File: config.mk
export PLATFORM = sky130hd
export DESIGN_NAME = mem_stage
export DESIGN_NICKNAME = d
export VERILOG_FILES = /design/src/rtl/control_pkg.sv /design/src/rtl/pipelinestages_pkg.sv /design/src/rtl/dmem_timeout_ctr.sv /design/src/rtl/mem_stage.sv
export SDC_FILE = /design/constraint.sdc
export NUM_CORES = 1
export LEC_CHECK = 0
export CAP_MARGIN = 40
export CORE_ASPECT_RATIO = 0.5
export CORE_MARGIN = 1
export CORE_UTILIZATION = 40
export CTS_CLUSTER_SIZE = 14
export DETAILED_ROUTE_END_ITERATION = 10
export GPL_TIMING_DRIVEN = 0
export PLACE_DENSITY_LB_ADDON = 0.2
export SLEW_MARGIN = 20
export SYNTH_ARGS = -nofsm -noshare
export SYNTH_HDL_FRONTEND = slang
export SYNTH_SLANG_ARGS = --single-unit
File: constraint.sdc
create_clock -name clk -period 4.2 [get_ports clk]
set_input_delay 0.63 -clock clk [delete_from_list [all_inputs] [get_ports clk]]
set_output_delay 0.63 -clock clk [all_outputs]
set_load 0.02 [all_outputs]
File: src/rtl/control_pkg.sv
// Control encodings shared by the decode and writeback paths.
package control_pkg;

  typedef enum logic [1:0] {
    WB_ALU = 2'd0,
    WB_MEM = 2'd1,
    WB_PC4 = 2'd2
  } wb_sel_e;

endpackage

File: src/rtl/pipelinestages_pkg.sv
// Inter-stage pipeline records and memory-stage state definitions.
package pipelinestages_pkg;
  import control_pkg::*;

  typedef struct packed {
    logic        valid;
    logic [31:0] pc_plus_4;
    logic [31:0] alu_result;
    logic [31:0] rs2;
    logic [4:0]  rd;
    logic        reg_write;
    logic        mem_read;
    logic        mem_write;
    wb_sel_e     wb_sel;
  } ex_mem_t;

  typedef struct packed {
    logic        valid;
    logic [31:0] pc_plus_4;
    logic [31:0] alu_result;
    logic [31:0] mem_data;
    logic [4:0]  rd;
    logic        reg_write;
    wb_sel_e     wb_sel;
  } mem_wb_t;

  typedef enum logic {
    IDLE = 1'b0,
    REQ  = 1'b1
  } mem_state_e;

  localparam int DMEM_TIMEOUT_DEFAULT = 255;

endpackage

File: src/rtl/dmem_timeout_ctr.sv
// Counts REQ cycles without ack; expire flags the last permitted wait cycle.
module dmem_timeout_ctr #(
  parameter int TIMEOUT_CYCLES = 255
) (
  input  logic clk,
  input  logic rst_n,
  input  logic clear,
  input  logic enable,
  output logic expire
);

  localparam int CW = $clog2(TIMEOUT_CYCLES + 1);
  localparam logic [CW-1:0] LIMIT = CW'(TIMEOUT_CYCLES - 1);

  logic [CW-1:0] count;

  // Saturates at LIMIT so the counter never wraps.
  always_ff @(posedge clk or negedge rst_n) begin
    if (!rst_n) begin
      count <= '0;
    end else if (clear) begin
      count <= '0;
    end else if (enable && !expire) begin
      count <= count + CW'(1);
    end
  end

  assign expire = (count == LIMIT);

endmodule

File: src/rtl/mem_stage.sv
// Memory stage: issues loads/stores over a req/ack port and builds the MEM/WB record.
module mem_stage
  import pipelinestages_pkg::*;
  import control_pkg::*;
#(
  parameter int TIMEOUT_CYCLES = DMEM_TIMEOUT_DEFAULT
) (
  input  logic        clk,
  input  logic        rst_n,
  input  ex_mem_t     ex_mem_i,
  output mem_wb_t     mem_wb_o,
  output logic        mem_stall_o,
  output logic        mem_err_o,
  output logic        dmem_req_o,
  output logic        dmem_we_o,
  output logic [31:0] dmem_addr_o,
  output logic [31:0] dmem_wdata_o,
  input  logic [31:0] dmem_rdata_i,
  input  logic        dmem_ack_i
);

  mem_state_e state, next_state;
  logic       mem_op;
  logic       capture, complete, abandon;
  logic       cnt_clear, cnt_en, expire;
  mem_wb_t    wb_next;

  assign mem_op     = ex_mem_i.valid && (ex_mem_i.mem_read || ex_mem_i.mem_write);
  assign dmem_req_o = (state == REQ);

  dmem_timeout_ctr #(
    .TIMEOUT_CYCLES(TIMEOUT_CYCLES)
  ) u_timeout (
    .clk   (clk),
    .rst_n (rst_n),
    .clear (cnt_clear),
    .enable(cnt_en),
    .expire(expire)
  );

  always_ff @(posedge clk or negedge rst_n) begin
    if (!rst_n) state <= IDLE;
    else        state <= next_state;
  end

  // Ack is checked before expire so a completion on the limit cycle is not an error.
  always_comb begin
    next_state  = state;
    mem_stall_o = 1'b0;
    capture     = 1'b0;
    complete    = 1'b0;
    abandon     = 1'b0;
    cnt_clear   = 1'b0;
    cnt_en      = 1'b0;
    case (state)
      IDLE: begin
        if (mem_op) begin
          mem_stall_o = 1'b1;
          capture     = 1'b1;
          cnt_clear   = 1'b1;
          next_state  = REQ;
        end
      end
      REQ: begin
        if (dmem_ack_i) begin
          complete   = 1'b1;
          next_state = IDLE;
        end else if (expire) begin
          abandon    = 1'b1;
          next_state = IDLE;
        end else begin
          mem_stall_o = 1'b1;
          cnt_en      = 1'b1;
        end
      end
      default: next_state = IDLE;
    endcase
  end

  always_comb begin
    wb_next            = '0;
    wb_next.valid      = ex_mem_i.valid;
    wb_next.pc_plus_4  = ex_mem_i.pc_plus_4;
    wb_next.alu_result = ex_mem_i.alu_result;
    wb_next.rd         = ex_mem_i.rd;
    wb_next.reg_write  = ex_mem_i.reg_write;
    wb_next.wb_sel     = ex_mem_i.wb_sel;
    if (complete && !ex_mem_i.mem_write) begin
      wb_next.mem_data = dmem_rdata_i;
    end
    // An abandoned access retires as a harmless no-op.
    if (abandon) begin
      wb_next.valid     = 1'b1;
      wb_next.reg_write = 1'b0;
    end
  end

  always_ff @(posedge clk or negedge rst_n) begin
    if (!rst_n) begin
      mem_wb_o     <= '0;
      mem_err_o    <= 1'b0;
      dmem_we_o    <= 1'b0;
      dmem_addr_o  <= '0;
      dmem_wdata_o <= '0;
    end else begin
      if ((state == IDLE && !mem_op) || complete || abandon) begin
        mem_wb_o <= wb_next;
      end else begin
        mem_wb_o <= '0;
      end
      if (capture) begin
        dmem_we_o    <= ex_mem_i.mem_write;
        dmem_addr_o  <= {ex_mem_i.alu_result[31:2], 2'b00};
        dmem_wdata_o <= ex_mem_i.rs2;
      end
      if ((capture && ex_mem_i.mem_read && ex_mem_i.mem_write) || abandon) begin
        mem_err_o <= 1'b1;
      end
    end
  end

endmodule

# Yosys cells after proc, flatten, opt, wreduce, memory -nomap -nowiden
# Cells that the tools add are included.
# totals
ff_bits	178
input_bits	142
wordCells	47
# classes
addsub	1
n_eq_ne	1
mux	17
bitwise_logic	1
reduce_logical	14
# op_table
operator	n
$mux W105	1
$mux W32	1
$mux W8	2
$mux W1	12
$add A8 B1 Y8 const B	1
$eq A8 B8 Y1 const B	1
$logic_and A1 B1 Y1	6
$logic_or A1 B1 Y1	4
$logic_not A1 Y1	3
$pmux W1 S2	1
$reduce_bool A2 Y1	1
$not A1 Y1	1

# Logic depth before layout (Yosys ltp)
# depth
word_depth	7
mapped_depth	7

# By module
# From an unflattened synthesis, not the netlist that was laid out.
# hier_totals
hier_cells	425
hier_area_um2	6369.9
# by_module_without_submodules
mod	instances	cells_per_inst	area_per_inst_um2	seq_area_each_um2
mem_stage	1	371	5850.6	4254.1
dmem_timeout_ctr	1	54	519.2	200.2

# Least setup slack after synthesis
# OpenSTA, ideal clock, no wires.
# synth_path
path_type	input port to output port
from	input ex_mem_i[2] (netlist name)
to	output mem_stall_o
t_arrival_ps	1503
path_slack_ps	2067
cell_stages	5
path_buffers	2
cell_sequence	nor2_2 -> nor2_4 -> buf_6 -> buf_6 -> or2_2
# synth_between
elab_chain_len	4
# synth_rtl
item	line_no	source
start: declaration	mem_stage.sv:10	input ex_mem_t ex_mem_i,
$logic_or A1 B1 Y1	mem_stage.sv:28	assign mem_op = ex_mem_i.valid && (ex_mem_i.mem_read || ex_mem_i.mem_write);
$logic_and A1 B1 Y1	mem_stage.sv:28	
$mux W1	mem_stage.sv:57	if (mem_op) begin
$pmux W1 S2	mem_stage.sv:55	case (state)
end: declaration	mem_stage.sv:12	output logic mem_stall_o,
# Every way passes these cells.

# Final worst setup path
# Ends and elaborated chain as after synthesis.

==> impl_results.md <==
- Final Power: 5.16 mW
- Hold-fix buffers, CTS: 0
- Slowest Stage Delay on Critical Path: about 550 ps
- Arrival @ worst endpoint: 2690 ps
- Multi-input gate area: ~2200 sq um
- Final hold vios: 0
- Ys flop type: dfrtp_1
- Routed Wire Length: between 15 and 20 mm
- Net Sw Frac: 28.1%
- Critical Path Fanout Max: 10
- Least-Margin Pin Slew: ~550 ps
- Clock transition at path regs: around 70 ps
- CP Cell Sequence: clkdlybuf4s50_1 -> nor2_2 -> nor2_4 -> buf_6 -> buf_6 -> or2_2 -> clkdlybuf4s50_1
- Worst hold path type: in2async
- Syn avg cell area: approximately 16 sq um
- Clock share of power: between 30 and 40%
- EDFF count, synth: 0
- Vias/cell: around 4.6
- Critical path class: in2out
- Root Buffer: clkbuf_16
- Setup Skew: about 12 ps
- Post-DP HPWL: ~13 mm
- Synth top area share: 64.5%
- Initial Util: 41.5%
- Routed wire per std cell: between 15 and 20 um
- Htree depth: 4
- Via Count: approximately 4.6k
- Filler cell count: between 1k and 1.5k
- First-pass GRT wire length: around 26 mm
- Share of layout cells above drive strength 1: between 20% and 30%
- Post-synth cell types: 40
- Most frequent cell after synthesis: dfrtp_1
- CTS Buf Count: 17
- Layout area overhead: 59.2%
- GRT overflow: 0
- Register area share after synthesis: approximately 64%
- Gate count of the mapped netlist: 427
- Sequential share of power: about two fifths
- Final-report setup violation count: 0
- Relative slew slack: 63.3%
- Crit. End Element: output port
- NetSw: 1.45 mW
- Critical path launch point type: input pin
- FMAX: 302 MHz
- Synthesized cell area: between 6000 and 7000 sq um
- TritonRoute pass-1 iters: 4
- RSZ-0062 raised after global routing: no
- Post-synth top area cell: dfrtp_1
- Ys Warns: 0
- Pre-CTS WS: around 870 ps
- PnR worst setup slack: around 880 ps
- Initial DRC Count: about 150
- Status: finished clean
- Number of global-route vias before repair: about 4.8k
- Slowest stage cell, crit path: clkdlybuf4s50_1
- I/O Buffers: between 300 and 400
- Placeable Area: 16,600 sq um
- Internal power: around 3.7 mW
- Pins over their slew limit: 0
- DRC Markers: 0
- Io pins: 315
- Async SR Flop Fraction: 100%
- Die ar.: approximately 18,000 sq um
- Post-cts resize count: 0
- Leakage: approximately 4.8 nW
- Setup Buffers After CTS: 0
- RePlAce Congestion: around 0.74
- Clk Latency, worst-skew pair: 410 ps
- Fin crit share: between 70% and 80%
- Chip Height: ~95 um
- Max_cap viols: 0
- Largest net degree at the start of global routing: 64
- Yosys reg bits: 178
- Rows: 33
- Worst vdd ir: roughly 280 uV
- Register area: about 4500 sq um
- Post-synth top cells: 178 x dfrtp_1, 60 x nor3b_2, 33 x and2_1, 33 x mux2_4, 29 x mux2_2
- CTS tree: yes
- Die width: 188 um
- Clock sink count: about 180
- Required @ worst endpoint: between 3000 and 4000 ps
- Clk buf depth: 2
- Nets@finish: 905
- Combinational Power Share: around 28%
- Pwr/cell area: 469 nW/um^2
- Antenna-violating nets left: 0
- Antenna violations before repair: 0
- Gr usage total: just under 20%
- Final worst path period need: around 3300 ps
- Dominant cells by area after synthesis: dfrtp_1 64%, nor3b_2 11%, mux2_4 7.2%
- N_diodes: 0
[kinds of logic (layout without fill, tap and decap cells)]
| family | Yosys count | count (layout) | share of synthesized area (%) |
|---|---|---|---|
| other | 1 | 2 | 0.0543 |
| AOI/OAI and AO/OA | 15 | 15 | 1.45 |
| buffers and inverters | 30 | 375 | 3.26 |
| DFF | 178 | 178 | 64.5 |
| muxes | 66 | 66 | 12.5 |
| adders and majority gates | 2 | 2 | 0.362 |
| and+or+nand+nor | 135 | 135 | 17.9 |
[cell type report]
cell class / count / share of cell area (%)
sequential: 178 / 40.5
timing repair buffer: 314 / 28.9
multi-input combinational: 220 / 20.3
clock buffer: 19 / 4.12
tap: 227 / 2.58
buffer: 29 / 2.01
clock inverter: 12 / 1.52
inverter: 1 / 0.0341
[state kept, by name, summed over array words and instances, names as in the netlist]
name and count:
mem_wb_o 105, dmem_req_o 1, dmem_wdata_o 32, dmem_addr_o 30
dmem_we_o 1, mem_err_o 1, u_timeout.count 8
[layout by cell type, fill, tap and decap left out, types with 2 or more instances in the layout]
| cell type | instances |
|---|---|
| clkdlybuf4s50_1 | 311 |
| dfrtp_1 | 178 |
| nor3b_2 | 60 |
| and2_1 | 33 |
| mux2_4 | 33 |
| mux2_2 | 29 |
| clkbuf_16 | 17 |
| buf_6 | 12 |
| nor3b_1 | 11 |
| buf_2 | 9 |
| inv_6 | 7 |
| nand2_1 | 6 |
| clkbuf_1 | 4 |
| o21ai_0 | 4 |
| mux2i_1 | 4 |
| buf_4 | 3 |
| nand3_1 | 3 |
| a21oi_1 | 3 |
| and3b_1 | 3 |
| and4_1 | 3 |
| nor3_1 | 3 |
| bufinv_16 | 3 |
| and3_1 | 2 |
| nor2_1 | 2 |
| a31oi_1 | 2 |
| ha_1 | 2 |
| conb_1 | 2 |
| clkbuf_8 | 2 |
| buf_16 | 2 |
[worst max-delay path, delay by kind of cell]
family	cells	cell delay [ps]
buffers and inverters	4	1340
AND/OR/NAND/NOR	3	710
[power groups by stage]
stage | registers (mW) | logic (mW) | clock network (mW)
global route | 2.10 | 1.51 | 1.78
CTS | 2.07 | 1.45 | 1.71
detailed placement | 2.10 | 1.45 | 0
global placement | 2.09 | 1.43 | 0
floorplan | 2.39 | 0.396 | 0
finish | 2.07 | 1.43 | 1.67
[path summary, 6_finish.rpt]
path / endpoint / slack (ps) / depth (start not counted) / start
max: mem_stall_o / 880 / 7 / ex_mem_i[2]
min: mem_wb_o[104] / 150 / 1 / rst_n
max in group asynchronous: dmem_wdata_o[17] / 3380 / 2 / rst_n
min reg2reg: mem_err_o / 510 / 2 / mem_err_o
min in group clk: mem_err_o / 510 / 2 / mem_err_o
max reg2reg: mem_wb_o[1] / 2420 / 6 / u_timeout.count[0]
[per-layer routing]
metal  wire (um)  GRT usage, %  share of wire [%]
met1        6780          22.1                 39
met2        8940          34.4                 52
met3        1280          6.99                7.4
met4         205          6.10                1.2
met5           0             0                  0
[per-stage QoR]
| step | hold WS (ps) | utilization, % | setup TNS (ps) | cell area, sq um | std cells |
|---|---|---|---|---|---|
| finish | 147 | 66.1 | 0 | 11000 | 1000 |
| global route | 161 | 66.1 | 0 | 11000 | 1000 |
| CTS | 152 | 66.1 | 0 | 11000 | 1000 |
| detailed placement | 493 | 62.4 | 0 | 10400 | 969 |
| global placement | 481 | 62.0 | -861600 | 10300 | 967 |
| floorplan | 334 | - | 0 | 6910 | 428 |
Note: power is estimated with default switching activity, not from simulation.
==> edit: new RTL, same flow settings <==
The package constant `DMEM_TIMEOUT_DEFAULT` goes from 255 to 510.
--- a/src/rtl/pipelinestages_pkg.sv
+++ b/src/rtl/pipelinestages_pkg.sv
@@ -29,7 +29,7 @@
     REQ  = 1'b1
   } mem_state_e;
 
-  localparam int DMEM_TIMEOUT_DEFAULT = 255;
+  localparam int DMEM_TIMEOUT_DEFAULT = 510;
 
 endpackage
 
Check against the original RTL: no difference found for any inputs over 4 cycles, from zero or initial values and one cycle with rst_n low; that may be too few to reach the edited logic, so the function may still have changed.
==> edit against the unedited design <==
  * Power down 2.6%
  * Worst setup slack improved by 0.17 ns
  * Area after synthesis shrank 3.9%
  * Cell area down 2.8%
  * Sequential cell count up 1
  * Critical path type is now flop to output pin
  * Die area is 3.8% lower
  * Wire length rose by 0.12%
  * Non-clock buffer count fell by 2
==> edit: results (changes against the unedited design) <==
Placement
  – Hpwl dp: 12900 µm (+0.90%)
  – Port Buf Inserts: 312 (unchanged)
  – Placed inst area: 0.0101 mm² (-2.6%)
  – Gp weighted congestion: 0.767 (+3.4%)
  – Post-Place Cells: 968 (-0.10%)

Final layout
  – # diodes: 0 (unchanged)
  – Nets: 910 (+0.55%)
  – Share of post-route cells with drive strength above 1: 16.6% (-7.5 points)
  – Fin cells: 999 (-0.10%)
  – Top Registers: mem_wb_o x105, dmem_wdata_o x32, dmem_addr_o x30

Critical path
  – R2R cell count: 5 (-1)
  – FF-to-FF setup slack: 2.38 ns (-0.04 ns)
  – CP Max Fanout: 4 (-6)
  – Worst setup startpoint: u_timeout.count[1]
  – RR Startpoint: u_timeout.count[0]
  – Arr. time, crit path: 2.51 ns (-0.18 ns)
  – Worst reg2reg endpoint: mem_wb_o[63]

Logic synthesis
  – Yosys cell types: 37 (-7.5%)
  – Number of flops mapped to enable cells by yosys: 0 (unchanged)
  – Synth area leaders: dfrtp_1, nor3b_1, mux2_2
  – Yosys warns: 0 (unchanged)
  – Average cell area after synthesis: 15.4 µm² (-5.0%)
  – Register area share after synthesis: 67.4% (+3.0 points)
  – Synth top cells by count: dfrtp_1, nor3b_1, mux2_2, and2_1, mux2_4
  – Ys async rst share: 100% (unchanged)

Timing
  – Hold Worst Slack: 0.0695 ns (-0.0776 ns)
  – Fin Clk Skew: 0.0117 ns (+0.0000552 ns)
  – Slew HR: 66.3% (+3.1 points)

Clocking
  – TritonCTS Buffers: 17 (unchanged)
  – Post-CTS sizing: 0 (unchanged)
  – Worst-path clk slew: 0.06 ns
  – CTS root buf: clkbuf_16
  – H-tree depth: 4 (unchanged)
  – Worst-case clock buffer depth: 2 (unchanged)
  – # Post-CTS Setup Buffers: 0 (unchanged)
  – Clock Latency Late Sink: 0.42 ns

Run status
  – Run status: finished, final reports clean

Power and ir drop
  – Switching power: 1.41 mW (-2.8%)
  – Peak VDD IR: 0.300 mV (+6.6%)
  – Cell leakage power: 4.59 nW (-4.3%)

Global route
  – First-pass GRT wire length: 26700 µm (+1.6%)
  – Vias in the first global route: 4945 (+3.0%)
  – Initial antenna violation count: 0 (unchanged)
  – Largest net degree at the start of global routing: 78 (+22%)
  – Total GRT Usage: 20.6% (+1.2 points)

Route
  – TritonRoute pass-1 iters: 5 (+1)
  – Starting DRT DRC Count: 208 (+43%)
  – Via-per-instance ratio: 4.68 (+1.8%)
  – Post-Route WL: 17200 µm (+0.12%)

Worst hold path
  – Min-Delay Path Class: primary input to asynchronous set/reset pin
[edit: changes by cell type in the layout (fill, tap and decap cells not counted), moves of 3 or more]
| cell | change |
|---|---|
| nor3b_2 | -54 |
| inv_6 | -4 |
| mux2_4 | -11 |
| clkinvlp_4 | +3 |
| mux2_2 | +11 |
| nor3b_1 | +54 |
[edit: cells by family after synthesis]
group           Yosys count  share of synthesized area [%]
compound gates           21                           2.35
other cells               1                         0.0565
mux                      64                           12.1
fa+ha+maj                 2                          0.377
flops                   179                           67.4
simple gates            136                           14.5
buf+inv                  29                           3.20
[edit: metrics by stage]
step                      power (mW)  setup slack, ns
final                           5.03             1.06
after global routing            5.25            0.884
after CTS                       5.10             1.06
after detailed placement        3.50             1.12
after global placement          3.47            -4.85
after floorplan                 2.74             2.15
[edit: power by group through the flow]
| stage | clock, mW | sequential (mW) | combinational (mW) |
|---|---|---|---|
| after floorplan | 0 | 2.40 | 0.344 |
| after global placement | 0 | 2.10 | 1.37 |
| after detailed placement | 0 | 2.11 | 1.39 |
| after CTS | 1.62 | 2.08 | 1.40 |
| after global routing | 1.70 | 2.10 | 1.46 |
| final | 1.58 | 2.08 | 1.38 |
[edit: worst max-delay path by stage]
| stage | end | depth (start not counted) |
|---|---|---|
| 2_1_floorplan | mem_stall_o | 5 |
| 3_3_place_gp | dmem_addr_o[21] | 1 |
| 3_5_place_dp | mem_stall_o | 5 |
| 4_1_cts | mem_stall_o | 6 |
| 5_1_grt | mem_stall_o | 5 |
| 6_report | mem_stall_o | 6 |
[edit: layer usage]
metal  track usage [%]  wire length [µm]  up-vias
met5                 0                 0        -
met3              7.13              1260       12
met4              5.63               183        0
met1              23.6              6860     2318
met2              36.8              8920      179
li1                  -                 -     2165
[edit: final cells by class]
class / instances / area [µm²]
tap: 221 / 277
sequential: 179 / 4480
buffer: 27 / 205
fill: 1193 / 5120
timing repair buffer: 314 / 3180
clock buffer: 21 / 460
clock inverter: 10 / 125
inverter: 2 / 7.51
multi-input combinational: 225 / 1950
[edit: worst max-delay path: stages, from the launching register on]
cell	delay, ns
dfrtp_1	0.41
inv_1	0.09
ha_1	0.21
nand4_1	0.18
o21ai_0	0.39
o21ai_0	0.23
clkdlybuf4s50_1	0.59
